==> src/rtl/fft_stage_sequencer_pkg.sv <==
// Shared widths and sequencer state encoding for the in-place FFT datapath.
// The address unit uses the same width helpers so both sides agree on bus sizes.
package fft_pkg;

  localparam int FFT_N_DEFAULT = 1024;

  function automatic int log2n(input int n);
    return $clog2(n);
  endfunction

  function automatic int log2n2(input int n);
    return $clog2(n) - 1;
  endfunction

  typedef enum logic [1:0] {
    ST_IDLE  = 2'd0,
    ST_ISSUE = 2'd1,
    ST_DRAIN = 2'd2,
    ST_DONE  = 2'd3
  } seq_state_e;

endpackage

==> src/rtl/fft_stage_sequencer_addr_delay_line.sv <==
// Freezable shift register carrying {valid, addr1, addr2} from read capture to write-back.
// pending reports entries that have not yet reached the output stage.
module addr_delay_line #(
  parameter int DEPTH = 3,
  parameter int W     = 10
) (
  input  logic         clk,
  input  logic         rst,
  input  logic         en,
  input  logic         in_valid,
  input  logic [W-1:0] in_addr1,
  input  logic [W-1:0] in_addr2,
  output logic         out_valid,
  output logic [W-1:0] out_addr1,
  output logic [W-1:0] out_addr2,
  output logic         pending
);

  logic [DEPTH-1:0] v_q;
  logic [DEPTH-1:0] v_d;
  logic [W-1:0]     a1_q [DEPTH];
  logic [W-1:0]     a2_q [DEPTH];
  logic [W-1:0]     a1_d [DEPTH];
  logic [W-1:0]     a2_d [DEPTH];

  genvar gi;
  generate
    for (gi = 0; gi < DEPTH; gi++) begin : g_stage
      if (gi == 0) begin : g_head
        assign v_d[gi]  = in_valid;
        assign a1_d[gi] = in_addr1;
        assign a2_d[gi] = in_addr2;
      end else begin : g_tail
        assign v_d[gi]  = v_q[gi-1];
        assign a1_d[gi] = a1_q[gi-1];
        assign a2_d[gi] = a2_q[gi-1];
      end
    end
  endgenerate

  always_ff @(posedge clk or posedge rst) begin
    if (rst) begin
      v_q <= '0;
      for (int i = 0; i < DEPTH; i++) begin
        a1_q[i] <= '0;
        a2_q[i] <= '0;
      end
    end else if (en) begin
      v_q <= v_d;
      for (int i = 0; i < DEPTH; i++) begin
        a1_q[i] <= a1_d[i];
        a2_q[i] <= a2_d[i];
      end
    end
  end

  // The output stage is excluded: its entry retires in the current cycle.
  always_comb begin
    pending = 1'b0;
    for (int i = 0; i < DEPTH - 1; i++) begin
      pending = pending | v_q[i];
    end
  end

  assign out_valid = v_q[DEPTH-1];
  assign out_addr1 = a1_q[DEPTH-1];
  assign out_addr2 = a2_q[DEPTH-1];

endmodule

==> src/rtl/fft_stage_sequencer.sv <==
// Stage/pair issue sequencer for an in-place radix-2 FFT, with write-back address
// delay matched to the butterfly pipeline and a drain between stages.
module fft_stage_sequencer
  import fft_pkg::*;
#(
  parameter  int N          = FFT_N_DEFAULT,
  parameter  int BF_LATENCY = 4,
  localparam int LOG2N      = log2n(N),
  localparam int PAIR_W     = log2n2(N)
) (
  input  logic              clk,
  input  logic              rst,
  input  logic              start,
  input  logic              hold,
  output logic [LOG2N-1:0]  stage,
  output logic [PAIR_W-1:0] pair_id,
  output logic              rd_en,
  input  logic [LOG2N-1:0]  agu_addr1,
  input  logic [LOG2N-1:0]  agu_addr2,
  output logic              wr_en,
  output logic [LOG2N-1:0]  wr_addr1,
  output logic [LOG2N-1:0]  wr_addr2,
  output logic              busy,
  output logic              done
);

  localparam logic [LOG2N-1:0]  STAGE_LAST = LOG2N'(LOG2N - 1);
  localparam logic [PAIR_W-1:0] PAIR_LAST  = '1;

  seq_state_e        state_q, state_d;
  logic [LOG2N-1:0]  stage_q, stage_d;
  logic [PAIR_W-1:0] pair_q, pair_d;
  logic              rd_q;
  logic [LOG2N-1:0]  wr_addr1_q, wr_addr2_q;
  logic              dl_valid, dl_pending;
  logic [LOG2N-1:0]  dl_addr1, dl_addr2;

  always_ff @(posedge clk or posedge rst) begin
    if (rst) begin
      state_q    <= ST_IDLE;
      stage_q    <= '0;
      pair_q     <= '0;
      rd_q       <= 1'b0;
      wr_addr1_q <= '0;
      wr_addr2_q <= '0;
    end else begin
      state_q    <= state_d;
      stage_q    <= stage_d;
      pair_q     <= pair_d;
      wr_addr1_q <= wr_addr1;
      wr_addr2_q <= wr_addr2;
      if (!hold) rd_q <= rd_en;
    end
  end

  always_comb begin
    state_d = state_q;
    stage_d = stage_q;
    pair_d  = pair_q;
    rd_en   = 1'b0;
    unique case (state_q)
      ST_IDLE: begin
        if (start) begin
          state_d = ST_ISSUE;
          stage_d = '0;
          pair_d  = '0;
        end
      end
      ST_ISSUE: begin
        if (!hold) begin
          rd_en = 1'b1;
          if (pair_q == PAIR_LAST) state_d = ST_DRAIN;
          else                     pair_d  = pair_q + 1'b1;
        end
      end
      ST_DRAIN: begin
        // Leave on the cycle of the stage's final write so the next read follows it directly.
        if (!hold && !rd_q && !dl_pending) begin
          if (stage_q == STAGE_LAST) begin
            state_d = ST_DONE;
          end else begin
            state_d = ST_ISSUE;
            stage_d = stage_q + 1'b1;
            pair_d  = '0;
          end
        end
      end
      ST_DONE: state_d = ST_IDLE;
      default: state_d = ST_IDLE;
    endcase
  end

  addr_delay_line #(
    .DEPTH (BF_LATENCY - 1),
    .W     (LOG2N)
  ) u_delay (
    .clk       (clk),
    .rst       (rst),
    .en        (!hold),
    .in_valid  (rd_q),
    .in_addr1  (agu_addr1),
    .in_addr2  (agu_addr2),
    .out_valid (dl_valid),
    .out_addr1 (dl_addr1),
    .out_addr2 (dl_addr2),
    .pending   (dl_pending)
  );

  assign wr_en    = dl_valid && !hold;
  assign wr_addr1 = wr_en ? dl_addr1 : wr_addr1_q;
  assign wr_addr2 = wr_en ? dl_addr2 : wr_addr2_q;
  assign stage    = stage_q;
  assign pair_id  = pair_q;
  assign busy     = (state_q != ST_IDLE);
  assign done     = (state_q == ST_DONE);

endmodule

==> config.mk <==
export PLATFORM = sky130hd
export DESIGN_NAME = fft_stage_sequencer
export DESIGN_NICKNAME = d
export VERILOG_FILES = /design/src/rtl/fft_stage_sequencer_pkg.sv /design/src/rtl/fft_stage_sequencer_addr_delay_line.sv /design/src/rtl/fft_stage_sequencer.sv
export SDC_FILE = /design/constraint.sdc
export NUM_CORES = 1
export LEC_CHECK = 0
export CORE_MARGIN = 2
export CORE_UTILIZATION = 30
export CTS_BUF_LIST = sky130_fd_sc_hd__clkbuf_8
export DETAILED_ROUTE_END_ITERATION = 6
export PLACE_DENSITY = 0.49
export REMOVE_ABC_BUFFERS = 1
export SYNTH_ARGS = -nofsm -noshare
export SYNTH_HDL_FRONTEND = slang
export SYNTH_SLANG_ARGS = --single-unit
==> constraint.sdc <==
create_clock -name clk -period 4.4 [get_ports clk]
set_clock_uncertainty 0.15 [all_clocks]
set_input_delay 1.1 -clock clk [delete_from_list [all_inputs] [get_ports clk]]
set_output_delay 1.1 -clock clk [all_outputs]
set_load 0.05 [all_outputs]
==> flow_summary_export.csv, run 1 <==
group,metric,value,unit
status,status,"completed",
sta,drv_slew,0,
cts,htreeDepth,3,
place,port_buffers,66,
sta,tightest_slew,0.9773,ns
pwr,p_leak,2.308,nW
sta,fin_setup_tns,0,ns
layout,nets,406,
floorplanning,start_util,30.54,%
critical_path,timing.rr.end,"pair_id[6]",
sta,rsz0062_at_grt,"false",
place,routabilityCongestion,0.7423,
critical_path,reg2reg_from,"pair_id[0]",
cts,cts_tree,"done",
cts,root_buffer,"clkbuf_8",
global_route,grtUsageMet2,17.81,%
global_route,grtUsageTotal,11.59,%
synth,synth-xor-area-share,0,%
synth,synth_cells,316,
synth,ys_seq_area_share,59.42,%
critical_path,rr_worst_depth,9,
floorplanning,die_area,0.01573,mm2
routing,drtIter0Drc,87,
pwr,p_total,2.887,mW
floorplanning,coreArea,0.01448,mm2
cts,clkLatencyLatePin,0.37,ns
synth,yosys-top-cells-count,"105 x dfrtp_1, 84 x mux2_2, 11 x o31ai_1, 8 x buf_1",
synth,synthMuxAreaShare,21.62,%
floorplanning,die_h,125.4,um
synth,synth_top_family_by_area,"multiplexers",
global_route,antenna_found_initial,0,
routing,firstDrtPassIters,4,
synth,synth_compound_area_share,8.036,%
synth,ys_types,51,
synth,netlist_top_cells_area,"dfrtp_1 59%, mux2_2 21%, o31ai_1 1.9%, ha_1 1.1%, o21ai_0 0.79%",
synth,syn_avg_cell_area,13.99,um2
sta,holdWs,0.3563,ns
worst_hold_path,hold_class,"flop to flop",
synth,yosys.area.top_type,"dfrtp_1",
global_route,use_met3,4.750,%
critical_path,rrSetupSlack,1.94,ns
sta,hold_violations,0,
global_route,grt_busiest_layer,"met2",
critical_path,worstSetupPathType,"input pin to output pin",
floorplanning,die_width,125.4,um
cts,path_clk_slew,0.10,ns
synth,synth.most_common_cell,"dfrtp_1",
sta,clock.fmax,274.2,MHz
layout,post-route-util,37.56,%
synth,synth_top_area_share,59.42,%
synth,synthArstFlopShare,100.0,%
routing,wl_per_cell,14.90,um
worst_hold_path,hold_path_depth,1,
routing,drtAntennaViolNets,0,
floorplanning,rows,44,
critical_path,cp.arrival,2.40,ns
worst_hold_path,hp-start,"wr_addr2_q[7]",
sta,finalSetupViolCount,0,
synth,synth_edf_count,0,
routing,num_vias,2729,
critical_path,crit_required,3.15,ns
global_route,grt_max_degree,59,
global_route,grt_pass1_wl,14540,um
cts,cts.sinks,105,
pwr,ir_drop,0.0003075,V
routing,vias_per_cell,4.813,
synth,ys_warn_count,0,
layout,antennaDiodeCount,0,
critical_path,cp-start-kind,"input pin",
routing,wl,8450,um
layout,drive_gt1_share,35.51,%
sta,min_period,3.647,ns
critical_path,crit_path_max_fanout,14,
synth,synth-simple-area-share,7.555,%
cts,post_cts_resized,0,
floorplanning,ios,67,
sta,slew_headroom,32.98,%
global_route,grt_pass1_vias,2885,
cts,cts_hold_buf,0,
layout,fill_cells,1384,
place,dp_hpwl,5504,um
cts,numCtsBuffers,9,
cts,clockBufferDepth,2,
synth,synth_fa_ha_area_share,1.132,%
sta,min_period_over_period,82.88,%
layout,area_growth_syn_to_layout,22.98,%
routing,drc,0,
cts,cts_setup_buffers,0,
synth,synth-main-ff-cell,"dfrtp_1",
synth,synth.ff_latch_count,105,
pwr,powerDensity,531.0,mW/mm2
global_route,met1_usage,15.06,%
critical_path,endpoint_kind,"output pin",
run,cap_violations,0,
synth,synth_area,0.004422,mm2
global_route,grt-ovfl-total,0,
worst_hold_path,hold_end,"wr_addr2_q[7]",
==> cells in the final DEF, fill, tap and decap left out, drive strengths merged, types with 3 or more instances in the layout <==
cell type,n
nor2,7
clkdlybuf4s50,44
nand2,7
dfrtp,105
inv,10
nand2b,4
o21ai,7
nor3,3
clkbuf,9
ha,4
buf,26
nand3,5
a211o,3
o41ai,3
a21o,4
and3,5
nor2b,4
nor4,3
mux2,84
o31ai,11
==> flip-flops by register name (all words and copies together) (netlist names) <==
name,count
u_delay.out_addr1,10
u_delay.a1_d,20
stage,10
rd_q,1
u_delay.v_q,3
u_delay.out_addr2,10
wr_addr1_q,10
pair_id,9
state_q,2
u_delay.a2_d,20
wr_addr2_q,10
==> power breakdown <==
part / internal (mW) / switching [mW]
sequential: 1.16 / 0.109
clock: 0.276 / 0.356
combinational: 0.369 / 0.614
total: 1.81 / 1.08
==> how the worst max path moves through the flow <==
stage,startpoint,depth (start not counted),slack [ns],endpoint
6_report,hold,3,0.75,rd_en
5_1_grt,hold,3,0.67,rd_en
4_1_cts,hold,3,0.75,rd_en
3_5_place_dp,hold,5,0.76,wr_addr1[4]
3_3_place_gp,hold,3,0.74,rd_en
2_1_floorplan,hold,2,-0.12,wr_addr1[0]
==> routing by layer <==
| layer | vias to the layer above | wire, um |
|---|---|---|
| li1 | 1275 | - |
| met1 | 1394 | 3985 |
| met2 | 53 | 3886 |
| met3 | 7 | 480 |
| met4 | 0 | 98 |
| met5 | - | 0 |
==> stage by stage <==
step                      std cells  cell area [um2]  setup slack, ns
final                           567             5438           0.7533
after detailed placement        551             5231           0.7557
after global placement          551             5231           0.7399
after global routing            567             5438           0.6709
after floorplan                 297             4338          -0.1158
after CTS                       567             5438           0.7475
==> worst max-delay path: stages <==
cell,delay (ns)
buf_2,0.20
nor2_1,0.23
clkdlybuf4s50_1,0.86
==> cell type report <==
type | count | area [um2] | area share, %
sequential | 105 | 2628 | 48.32
clock buffer | 9 | 123.9 | 2.278
clock inverter | 7 | 82.58 | 1.519
multi-input combinational | 188 | 1698 | 31.22
tap | 184 | 230.2 | 4.234
inverter | 4 | 17.52 | 0.3221
timing repair buffer | 70 | 658.1 | 12.10
==> kinds of logic after synthesis <==
| family | count (synthesis) |
|---|---|
| DFF | 105 |
| and+or+nand+nor | 53 |
| adders and majority gates | 4 |
| muxes | 85 |
| buffers and inverters | 23 |
| AOI/OAI and AO/OA | 46 |
Power figures use the tool's default switching activity.
==> run 2, diff against run 1 <==
clock period = 3.68 ns   (was 4.4 ns; I/O delays follow)
==> run 2 against run 1 <==
Compared with the run above:
- count of clock-buffer cells in the layout did not move
- first-iteration DRC count rose by 39%
- clock power barely moved
- sequential share of layout area rose by 0.28 points
- routed wire length rose by 2.1%
- global-route usage rose by 0.29 points
- core utilization fell by 0.22 points
- register-to-register slack got worse by 0.73 ns
- cell count rose by 0.35%
- total power rose by 16%
- critical endpoint is now wr_addr2[8]
- largest cell class unchanged
- largest power group unchanged
- highest routed layer unchanged
==> flow_summary_export.csv, run 2 (same netlist as run 1, synthesis figures left out) <==
group,metric,value,unit
floorplanning,start_util,30.54,%
sta,rsz0062_at_grt,"false",
global_route,grt_pass1_vias,2905,
sta,hold_violations,0,
layout,nets,408,
sta,finalSetupViolCount,0,
routing,drtAntennaViolNets,0,
routing,vias_per_cell,4.814,
routing,wl,8628,um
layout,antennaDiodeCount,0,
cts,post_cts_resized,0,
place,dp_slack,0.6094,ns
floorplanning,ios,67,
cts,clkLatencyLatePin,0.37,ns
layout,instances_no_fill,569,
pwr,ir_drop,0.0003235,V
global_route,grt-ovfl-total,0,
sta,layout_setup_ws,0.6244,ns
sta,drv_slew,0,
critical_path,crit_required,2.61,ns
global_route,grt_pass1_wl,14850,um
floorplanning,die_width,125.4,um
critical_path,cp.arrival,1.99,ns
cts,cts.sinks,105,
layout,drive_gt1_share,35.84,%
place,routabilityCongestion,0.7381,
routing,firstDrtPassIters,4,
floorplanning,die_h,125.4,um
routing,drtIter0Drc,121,
sta,clock.fmax,327.3,MHz
critical_path,cp-start-kind,"input pin",
routing,drc,0,
sta,min_period_over_period,83.03,%
cts,cts_setup_buffers,0,
run,cap_violations,0,
place,port_buffers,66,
cts,numCtsBuffers,9,
worst_hold_path,hold_class,"flop to flop",
sta,fin_setup_tns,0,ns
floorplanning,die_area,0.01573,mm2
sta,slew_headroom,33.17,%
layout,post-route-util,37.34,%
floorplanning,rows,44,
routing,num_vias,2739,
routing,wl_per_cell,15.16,um
status,status,"completed",
global_route,antenna_found_initial,0,
cts,htreeDepth,3,
pwr,p_leak,2.301,nW
floorplanning,coreArea,0.01448,mm2
critical_path,crit_path_max_fanout,15,
place,dp_hpwl,5654,um
global_route,grtUsageTotal,11.88,%
cts,clockBufferDepth,2,
pwr,powerDensity,617.7,mW/mm2
place,dpl.cell_count,553,
layout,area_growth_syn_to_layout,22.27,%
sta,tightest_slew,0.9746,ns
sta,min_period,3.056,ns
global_route,grt_max_degree,62,
layout,final_cell_mix,"105 x dfrtp_1, 84 x mux2_2, 43 x clkdlybuf4s50_1, 26 x buf_4, 11 x o31ai_1",
layout,final_common_cell,"dfrtp_1",
cts,cts_hold_buf,0,
critical_path,endpoint_kind,"output pin",
critical_path,worstSetupPathType,"input pin to output pin",
cts,path_clk_slew,0.09,ns
cts,cts_tree,"done",
cts,root_buffer,"clkbuf_8",
## run 2: final timing paths
check,start,to,slack (ns),cells after the start
worst max-delay path,hold,wr_addr2[8],0.62,5
worst min-delay path,wr_addr2_q[6],wr_addr2_q[6],0.35,1
worst max register to register,pair_id[0],pair_id[6],1.21,9
worst min register to register,wr_addr2_q[6],wr_addr2_q[6],0.35,1
max in group asynchronous,rst,u_delay.a1_d[0],1.81,3
min in group asynchronous,rst,pair_id[0],0.79,2
## run 2: layer usage
layer,routed length [um],global-route usage [%],part of all wire (%)
met2,3923,17.74,45
met3,426,4.792,4.9
met1,4205,15.99,49
met4,72,3.399,0.83
met5,0,0,0
## run 2: final cells by class
type                       count  area [um2]
sequential                   105        2628
multi-input combinational    188        1698
timing repair buffer          72       670.6
fill                        1407        9072
clock buffer                   9       123.9
inverter                       4       17.52
tap                          184       230.2
clock inverter                 7       38.79
## run 2: where the power goes
| group | internal (mW) | total (mW) | switching, mW |
|---|---|---|---|
| registers | 1.39 | 1.53 | 0.135 |
| clock network | 0.241 | 0.634 | 0.393 |
| logic | 0.444 | 1.18 | 0.735 |
## run 2: critical path, cell delays in order
cell and delay (ns):
buf_2 0.11, nor2b_2 0.12, buf_4 0.26, mux2_2 0.38
buf_4 0.19
## run 2: stage by stage
step	hold slack [ns]	area (um2)	total power, mW
finish	0.3529	5406	3.340
detailed placement	0.3365	5244	2.746
CTS	0.3536	5406	3.404
floorplan	0.3210	4338	2.363
global placement	0.3298	5244	2.722
global route	0.3713	5406	3.535
==> run 3, diff against run 2 <==
clock period = 3.2 ns   (was 3.68 ns; I/O delays follow)
==> run 3 against run 2 <==
Compared with the run above:
- worst hold slack improved by 0.0029 ns
- combinational power increased by 15%
- non-clock buffer count grew 1
- core utilization rose by 0.58 points
- total power increased by 21%
- largest cell class unchanged
==> flow_summary_export.csv, run 3 (same netlist as run 1, synthesis figures left out) <==
group,metric,value,unit
cts,numCtsBuffers,9,
pwr,p_leak,2.333,nW
routing,wl,8348,um
place,routabilityCongestion,0.7370,
sta,finalSetupViolCount,0,
routing,vias_per_cell,4.781,
routing,drc,0,
place,dp_hpwl,5595,um
sta,drv_slew,0,
worst_hold_path,hold_class,"flop to flop",
sta,holdWs,0.3558,ns
critical_path,crit_path_top_delay_cell,"clkdlybuf4s50_1",
floorplanning,coreArea,0.01448,mm2
layout,final_cell_mix,"105 x dfrtp_1, 84 x mux2_2, 43 x clkdlybuf4s50_1, 26 x buf_4, 11 x o31ai_1",
critical_path,rr_worst_depth,9,
cts,cts_tree,"done",
critical_path,slowest_delay,0.70,ns
cts,cts.sinks,105,
sta,slew_headroom,32.66,%
cts,post_cts_resized,0,
pwr,powerDensity,735.0,mW/mm2
floorplanning,die_h,125.4,um
run,cap_violations,0,
worst_hold_path,hp-start,"wr_addr1_q[7]",
critical_path,cp_top_family,"buffers and inverters",
layout,area_growth_syn_to_layout,24.17,%
global_route,met1_usage,15.69,%
global_route,antenna_found_initial,0,
global_route,grt-ovfl-total,0,
critical_path,cp.arrival,1.94,ns
pwr,p_total,4.035,mW
critical_path,reg2reg_from,"pair_id[0]",
floorplanning,start_util,30.54,%
sta,rsz0062_at_grt,"false",
cts,path_clk_slew,0.10,ns
global_route,grt_pass1_wl,14600,um
place,port_buffers,66,
layout,drive_gt1_share,36.27,%
critical_path,crit_path_max_fanout,12,
global_route,grt_pass1_vias,2814,
cts,clkLatencyLatePin,0.38,ns
routing,drtAntennaViolNets,0,
sta,clock.fmax,346.0,MHz
critical_path,cp-start-kind,"flop",
critical_path,endpoint_kind,"output pin",
routing,firstDrtPassIters,4,
sta,min_period_over_period,90.31,%
global_route,grt_max_degree,51,
critical_path,worstPathCellList,"or2_2, clkdlybuf4s50_1",
critical_path,crit_required,2.25,ns
routing,drtIter0Drc,127,
layout,final_common_cell,"dfrtp_1",
status,status,"completed",
sta,min_period,2.890,ns
layout,nets,409,
floorplanning,die_width,125.4,um
layout,antennaDiodeCount,0,
critical_path,crit_path_start,"state_q[1]",
cts,root_buffer,"clkbuf_8",
floorplanning,ios,67,
global_route,use_met3,5.006,%
critical_path,crit_cells,2,
cts,clockBufferDepth,2,
floorplanning,die_area,0.01573,mm2
cts,cts_setup_buffers,0,
sta,tightest_slew,0.9820,ns
critical_path,worstSetupPathType,"flop to output pin",
floorplanning,rows,44,
critical_path,critPathBufInv,1,
routing,wl_per_cell,14.65,um
cts,htreeDepth,3,
sta,hold_violations,0,
worst_hold_path,hold_path_depth,1,
global_route,grtUsageTotal,11.60,%
sta,fin_setup_tns,0,ns
cts,cts_hold_buf,0,
routing,num_vias,2725,
pwr,ir_drop,0.0004224,V
global_route,grt_busiest_layer,"met2",
global_route,grtUsageMet2,16.94,%
## run 3: cell count changes in the layout (fill, tap and decap cells not counted)
cell       before  now
bufinv_16       0    2
inv_6           1    2
clkbuf_8        9   10
buf_12          2    3
inv_1           5    4
clkinv_2        3    0
## run 3: path summary, 6_finish.rpt
check,endpoint,slack (ns)
max in group asynchronous,u_delay.v_q[1],1.64
worst max register to register,pair_id[6],0.73
min in group asynchronous,pair_id[0],0.67
worst min-delay path,wr_addr1_q[7],0.36
worst min register to register,wr_addr1_q[7],0.36
worst max-delay path,busy,0.31
## run 3: metrics by stage
| step | utilization [%] | instance area (um2) | std cells | setup slack [ns] |
|---|---|---|---|---|
| after floorplan | - | 4338 | 297 | -0.7158 |
| after global placement | 36.36 | 5264 | 554 | 0.4224 |
| after detailed placement | 36.36 | 5264 | 554 | 0.3278 |
| after CTS | 37.92 | 5490 | 570 | 0.2640 |
| after global routing | 37.92 | 5490 | 570 | 0.2022 |
| final | 37.92 | 5490 | 570 | 0.3101 |
## run 3: cell type report
cell class | count | area, um2
fillers | 1412 | 8989
flip-flops and latches | 105 | 2628
multi-input cells | 188 | 1698
repair buffers | 73 | 690.7
well taps | 184 | 230.2
clock buffers | 10 | 137.6
clock inverters | 6 | 88.84
inverters | 4 | 17.52
## run 3: report_power, final
group          switching (mW)  internal (mW)
Combinational           0.843          0.513
Clock                   0.460          0.465
Sequential              0.152           1.60
## run 3: per-layer routing
metal | share of wire, % | up-vias
met5 | 0 | -
met4 | 1.3 | 0
met3 | 5.7 | 8
met2 | 44 | 54
met1 | 49 | 1379
li1 | - | 1284
